[src/rtl/mac_result_collector_pkg.sv]
// rtl/mac_result_collector_pkg.sv - widths shared between the mac and its result collector
package mac_result_collector_pkg;

    localparam int MAC_DATA_W = 16;
    localparam int MAC_CTRL_W = 8;

    function automatic int count_width(input int depth);
        return $clog2(depth) + 1;
    endfunction

endpackage

[src/rtl/mac_sync_fifo.sv]
// rtl/mac_sync_fifo.sv - show-ahead synchronous FIFO with separate occupancy count
module mac_sync_fifo
    import mac_result_collector_pkg::*;
#(
    parameter int DATA_W = MAC_DATA_W,
    parameter int DEPTH  = 8
) (
    input  logic                          clk,
    input  logic                          reset,
    input  logic                          clr,
    input  logic                          push,
    input  logic                          pop,
    input  logic [DATA_W-1:0]             wdata,
    output logic [DATA_W-1:0]             rdata,
    output logic [count_width(DEPTH)-1:0] count,
    output logic                          full,
    output logic                          empty
);

    localparam int AW = $clog2(DEPTH);
    localparam int CW = count_width(DEPTH);

    logic [DATA_W-1:0] mem [DEPTH];
    logic [AW-1:0]     wr_ptr;
    logic [AW-1:0]     rd_ptr;
    logic              do_push;
    logic              do_pop;

    assign full    = (count == CW'(DEPTH));
    assign empty   = (count == '0);
    assign do_pop  = pop & ~empty;
    // a full FIFO still takes a write when the head leaves in the same cycle
    assign do_push = push & (~full | do_pop);
    assign rdata   = empty ? '0 : mem[rd_ptr];

    always_ff @(posedge clk) begin
        if (do_push && !clr) begin
            mem[wr_ptr] <= wdata;
        end
    end

    always_ff @(posedge clk or negedge reset) begin
        if (!reset) begin
            wr_ptr <= '0;
            rd_ptr <= '0;
            count  <= '0;
        end else if (clr) begin
            wr_ptr <= '0;
            rd_ptr <= '0;
            count  <= '0;
        end else begin
            if (do_push) begin
                wr_ptr <= wr_ptr + AW'(1);
            end
            if (do_pop) begin
                rd_ptr <= rd_ptr + AW'(1);
            end
            count <= count + CW'(do_push) - CW'(do_pop);
        end
    end

endmodule

[src/rtl/mac_result_collector.sv]
// rtl/mac_result_collector.sv - captures mac results on IRQ_MAC edges, buffers them for the host
module mac_result_collector
    import mac_result_collector_pkg::*;
#(
    parameter int DATA_W = MAC_DATA_W,
    parameter int DEPTH  = 8,
    parameter int SUM_W  = 24,
    parameter int THRESH = 4
) (
    input  logic                          clk,
    input  logic                          reset,
    input  logic [DATA_W-1:0]             MAC_OUT,
    input  logic                          IRQ_MAC,
    input  logic                          CLR,
    output logic [DATA_W-1:0]             RES_DATA,
    output logic                          RES_VALID,
    input  logic                          RES_READY,
    output logic [count_width(DEPTH)-1:0] RES_COUNT,
    output logic [SUM_W-1:0]              RES_SUM,
    output logic                          OVF,
    output logic                          RES_IRQ
);

    localparam int CW = count_width(DEPTH);

    logic          irq_q;
    logic          push_det;
    logic          pop;
    logic          accept;
    logic          full;
    logic          empty;
    logic [CW-1:0] next_count;

    assign push_det  = IRQ_MAC & ~irq_q;
    assign pop       = RES_VALID & RES_READY;
    assign accept    = push_det & (~full | pop);
    assign RES_VALID = ~empty;

    always_comb begin
        next_count = RES_COUNT;
        if (CLR) begin
            next_count = '0;
        end else begin
            next_count = RES_COUNT + CW'(accept) - CW'(pop);
        end
    end

    mac_sync_fifo #(
        .DATA_W (DATA_W),
        .DEPTH  (DEPTH)
    ) u_fifo (
        .clk   (clk),
        .reset (reset),
        .clr   (CLR),
        .push  (accept),
        .pop   (pop),
        .wdata (MAC_OUT),
        .rdata (RES_DATA),
        .count (RES_COUNT),
        .full  (full),
        .empty (empty)
    );

    // irq_q resets high so a level already present at reset release is not a capture
    always_ff @(posedge clk or negedge reset) begin
        if (!reset) begin
            irq_q   <= 1'b1;
            RES_SUM <= '0;
            OVF     <= 1'b0;
            RES_IRQ <= 1'b0;
        end else begin
            irq_q   <= IRQ_MAC;
            RES_IRQ <= (next_count >= CW'(THRESH));
            if (CLR) begin
                RES_SUM <= '0;
                OVF     <= 1'b0;
            end else begin
                if (accept) begin
                    RES_SUM <= RES_SUM + SUM_W'(MAC_OUT);
                end
                if (push_det && !accept) begin
                    OVF <= 1'b1;
                end
            end
        end
    end

endmodule

[config.mk]
export PLATFORM = sky130hd
export DESIGN_NAME = mac_result_collector
export DESIGN_NICKNAME = d
export VERILOG_FILES = /design/src/rtl/mac_result_collector_pkg.sv /design/src/rtl/mac_sync_fifo.sv /design/src/rtl/mac_result_collector.sv
export SDC_FILE = /design/constraint.sdc
export NUM_CORES = 1
export LEC_CHECK = 0
export ABC_CLOCK_PERIOD_IN_PS = 4650
export CORE_UTILIZATION = 30
export DETAILED_ROUTE_END_ITERATION = 7
export SYNTH_ARGS = -nofsm -noshare
export SYNTH_HDL_FRONTEND = slang
export SYNTH_SLANG_ARGS = --single-unit
[constraint.sdc]
create_clock -name clk -period 4.65 [get_ports clk]
set_input_delay 0.93 -clock clk [delete_from_list [all_inputs] [get_ports clk]]
set_output_delay 0.93 -clock clk [all_outputs]
set_load 0.005 [all_outputs]
* Word-level counts from Yosys, hierarchy flattened
Memories as Yosys holds them, arrays and structs flattened. Index checks and enable logic that the tools add are counted.
Word-level totals: input port bits 21, output and inout bits 47, logic and storage cells 49, memories 1, RAM bits 128, flip-flop bits (word level) 37
Memories:
- u_fifo.mem | depth 8, width 16, rd ports 1, clocked after Yosys merged registers in 0, wr ports 1, line mac_sync_fifo.sv:23 | logic [DATA_W-1:0] mem [DEPTH];
Cells by class: bitwise operators 10, magnitude comparators 1, add/subtract/negate cells 7, multiplexer cells 13, reductions and logical operators 9, equal/unequal tests 1
Operators by type and width (number):
- two-way mux 24 bit | 2
- adder 24 x 16 -> 24 bit | 1
- two-way mux 16 bit | 1
- two-way mux 3 bit | 4
- adder 4 x 1 -> 4 bit | 2
- two-way mux 4 bit | 2
- nonzero test 2 bit | 4
- subtractor 4 x 1 -> 4 bit | 2
- adder 3 x 1 -> 3 bit (second input constant) | 2
- AND 1 bit | 5
- equality test 4 bit (second input constant) | 1
- >= comparator 4 x 3 -> 1 bit (second input constant) | 1
- logical NOT 4 bit | 1
- two-way mux 1 bit | 4
- NOT 1 bit | 3
- logical AND 1 bit | 2
- logical NOT 1 bit | 2
- bitwise OR 1 bit | 2

* Longest topological paths before layout
depth after elaboration 9, mapped depth 14, depth with buffers taken out 12

* By module
From an unflattened synthesis, not the netlist that was laid out.
Unflattened totals: cell total of the unflattened synthesis 510, area, all modules 7603.5 um^2
Modules (own cells, without submodules):
- mac_sync_fifo | area each 5517.8 um^2, instances 1, seq. area each 4093.9 um^2, cells each 269
- mac_result_collector | area each 2085.8 um^2, instances 1, seq. area each 676.9 um^2, cells each 241

* Worst setup path after synthesis
Ideal clock, no wire load.
path kind in2reg, start input IRQ_MAC, end memory u_fifo.mem[3][0] (netlist name), enable pin, cell stages on the path 7, arrival time 3.485 ns, library setup time 0.436 ns, buffers on the path 1, required time 4.214 ns, slack 0.729 ns, path through inv_1 -> nor2_1 -> nand2_2 -> inv_2 -> clkbuf_1 -> nand2_1 -> nor4b_1
On the way: cells in the longest elaborated chain, start to end 6
RTL lines:
- start: declaration | line mac_result_collector.sv:13 | input logic IRQ_MAC,
- AND 1 bit | line mac_result_collector.sv:34 | assign push_det = IRQ_MAC & ~irq_q;
- AND 1 bit | line mac_result_collector.sv:36 | assign accept = push_det & (~full | pop);
- AND 1 bit | line mac_sync_fifo.sv:33 | assign do_push = push & (~full | do_pop);
- logical AND 1 bit | line mac_sync_fifo.sv:37 | if (do_push && !clr) begin
- two-way mux 1 bit | line mac_sync_fifo.sv:37
- two-way mux 1 bit (implied by the code) | line mac_sync_fifo.sv:38 | mem[wr_ptr] <= wdata;
- end: declaration | line mac_sync_fifo.sv:23
Every way passes these cells.

* Final worst setup path
start register u_fifo.rd_ptr[0], end output RES_DATA[8]
On the way: cells in the longest elaborated chain, start to end 2
RTL lines:
- start: declaration | line mac_sync_fifo.sv:25 | logic [AW-1:0] rd_ptr;
- start signal: assignment | line mac_sync_fifo.sv:56 | rd_ptr <= rd_ptr + AW'(1);
- memory (8 x 16 bit)
- two-way mux 16 bit | line mac_sync_fifo.sv:34 | assign rdata = empty ? '0 : mem[rd_ptr];
- end: declaration | line mac_result_collector.sv:15 | output logic [DATA_W-1:0] RES_DATA,
Every way passes these cells.

==> flow_summary.json <==
{
  "ys_seq_area_share_pct": 64.1,
  "fp-row-count": 57,
  "yosys.area.top_type": "edfxtp_1",
  "dr.first_iter.drc_count": 259,
  "min_period_ps": 3660,
  "grt_max_degree": 48,
  "critPathBufInv": 2,
  "ys_ff_latch": 165,
  "numClockSinks": 165,
  "ys_top_cells_by_area": "edfxtp_1 (52%), dfrtp_1 (12%), mux4_2 (9.7%)",
  "critPathTopFamily": "buffers and inverters",
  "hold_viol_final": 0,
  "ys_warn_count": 0,
  "cp_cell_sequence": "buf_4, mux4_2, mux2i_1, nor2_1, clkdlybuf4s50_1",
  "r2r-start": "u_fifo.count[1]$_DFF_PN0_",
  "n_fill_cell": 2236,
  "core_area_mm2": 0.0243,
  "drtPass1Iterations": 4,
  "async_flop_share_pct": 22.4,
  "rsz0062_at_grt": "false",
  "worst_slew_pin_slew_ps": 1190,
  "vdd_drop_max_uv": 196,
  "tritoncts": "yes",
  "die_x_um": 160,
  "skew_ps": 9.53,
  "synth_common_cells": "edfxtp_1 (128), nor2_1 (40), dfrtp_1 (36), mux4_2 (32), nand2_1 (30)",
  "synthFlopType": "edfxtp_1",
  "syn_avg_cell_area_um2": 14.9,
  "dieHeight_um": 160,
  "dieArea_mm2": 0.0255,
  "critPathKind": "reg -> out",
  "drive_above_1_share_pct": 16.0,
  "endpoint_kind": "output port",
  "grt_overflow": 0,
  "yosysMostFrequentCell": "edfxtp_1",
  "syn_inst": 499,
  "slew_headroom_pct": 20.7,
  "grt_pass1_vias": 4703,
  "num_vias": 4434,
  "cts.hold.buffers_added": 0,
  "tns_ps": 0,
  "start_kind": "flip-flop",
  "place_congestion": 0.818,
  "antenna_cells": 0,
  "critPathSlowestCell": "dfrtp_2",
  "cp.arrival_ps": 2730,
  "clkTransAtPathRegs_ps": 60,
  "cap_violations": 0,
  "finalCritPeriodShare_pct": 78.7,
  "synth_area_mm2": 0.00745,
  "start_util_pct": 30.6,
  "final-setup-viol-count": 0,
  "post-route-drc-count": 0,
  "syn-num-nets": 548,
  "synth_top_area_share_pct": 51.6,
  "cts_root_buf": "clkbuf_16",
  "ios": 68,
  "powerDensity_mw_per_mm2": 481,
  "synth.distinct_cells": 55,
  "area_delta_synth_final_pct": 23.7,
  "layout.nets": 623,
  "cts_made_buffers": 17,
  "run_status": "complete, no violations",
  "cts_max_path_buffers": 2,
  "grt_pass1_wl_mm": 27.0,
  "total_power_uw": 4440,
  "placement.io_buffers": 67,
  "worstSkewPairLatency_ps": 420,
  "synth_edf_count": 128,
  "ant_nets": 0,
  "drv_slew": 0,
  "startpoint": "u_fifo.rd_ptr[0]$_DFFE_PN0P_",
  "grtUsageTotal_pct": 14.1,
  "seq_area_mm2": 0.00477,
  "fmax_mhz": 273,
  "hold_start": "OVF$_DFFE_PN0P_",
  "htreeDepth": 4,
  "path_max_fanout": 15,
  "wl_per_cell_um": 18.6,
  "leakage_uw": 0.00323,
  "totalWireLength_mm": 17.0,
  "ctsResizeCount": 0,
  "hp-class": "reg -> reg",
  "vias_per_cell": 4.87,
  "place_hpwl_mm": 11.3,
  "antenna_found_initial": 0,
  "max_stage_delay_ps": 680,
  "critPathRequiredTime_ps": 3720,
  "post_cts_buffers": 0,
  "multi_input_area_mm2": 0.00256
}
-- worst reg2reg max path, cell delays in order, from the launching register on --
cell	delay [ps]
dfrtp_1	430
nor2_1	200
and2_1	690
inv_1	150
and2_1	270
ha_1	290
inv_1	40
ha_1	220
fa_1	400
xnor2_1	150
nor2_1	50
-- cell type report --
cell class,count,share of cell area [%]
Clock buffer,19,4.70
Clock inverter,13,2.21
Inverter,14,0.570
Multi-Input combinational cell,296,27.8
Sequential cell,165,51.8
Tap cell,324,4.40
Timing Repair Buffer,80,8.50
-- routing by layer --
layer  up-vias  routed length [µm]  global-route usage, %  share of wire [%]
li1       2062                   -                      -                  -
met1      2264                7470                   17.8                 44
met2        92                8540                   23.5                 50
met3        16                 684                   3.33                4.0
met4         0                 276                   4.76                1.6
met5         -                   0                      0                  0
-- through the flow --
step                worst slack [ps]  hold slack [ps]  utilization [%]  instance area, µm²  std cells
global route                     810              595             37.9                9210        911
detailed placement               822              516             35.3                8580        879
CTS                              901              531             37.9                9210        911
floorplan                        729              490                -                7450        499
global placement                 904              506             35.3                8580        879
finish                           989              530             37.9                9210        911
-- cells by family after synthesis --
| group | Yosys count | synth area share, % |
|---|---|---|
| buf+inv | 38 | 2.00 |
| fa+ha+maj | 28 | 4.91 |
| xor+xnor | 13 | 1.53 |
| flops | 165 | 64.1 |
| simple gates | 126 | 8.28 |
| mux | 52 | 12.4 |
| compound gates | 77 | 6.81 |
-- report_power, final --
| group | internal (µW) | switching, µW |
|---|---|---|
| combinational | 644 | 514 |
| clock | 953 | 564 |
| sequential | 1650 | 110 |
-- worst paths after layout --
path	endpoint	slack (ps)	depth (start not counted)
setup / recovery	RES_DATA[8]	990	5
hold / removal	OVF$_DFFE_PN0P_	530	2
setup reg to reg	u_fifo.count[2]$_DFF_PN0_	1610	10
hold reg to reg	OVF$_DFFE_PN0P_	530	2
max in group asynchronous	u_fifo.rd_ptr[1]$_DFFE_PN0P_	3410	1
min in group asynchronous	u_fifo.count[2]$_DFF_PN0_	620	1
-- cell usage in the layout (no fill, tap or decap), types with 3 or more instances in the layout --
master and count:
mux2i_1 18, ha_1 26, nand2b_1 5, nor4_2 3, nand2_1 30, nor3_1 4
and3_1 3, o21ai_1 6, and2_1 4, clkdlybuf4s50_1 65, inv_1 13, xor2_1 5
bufinv_16 5, a21oi_1 27, or3_1 7, edfxtp_1 128, a21o_1 7, nand3b_1 3
a211oi_1 3, o21ai_0 10, mux4_2 32, nor2_1 40, a21oi_2 3, clkinv_1 4
a31oi_1 3, dfrtp_1 34, and4_1 3, nand3_1 9, buf_4 11, xnor2_1 8
o21a_1 3, nor2b_1 4, o211ai_1 3, clkbuf_16 17
-- registers in the layout, indices dropped and copies added (netlist names) --
register and cells:
u_fifo.rd_ptr 3, OVF 1, RES_SUM 24, RES_IRQ 1, irq_q 1, u_fifo.wr_ptr 3, u_fifo.count 4, u_fifo.mem 128
No activity file was read; power rests on OpenSTA's default activity.
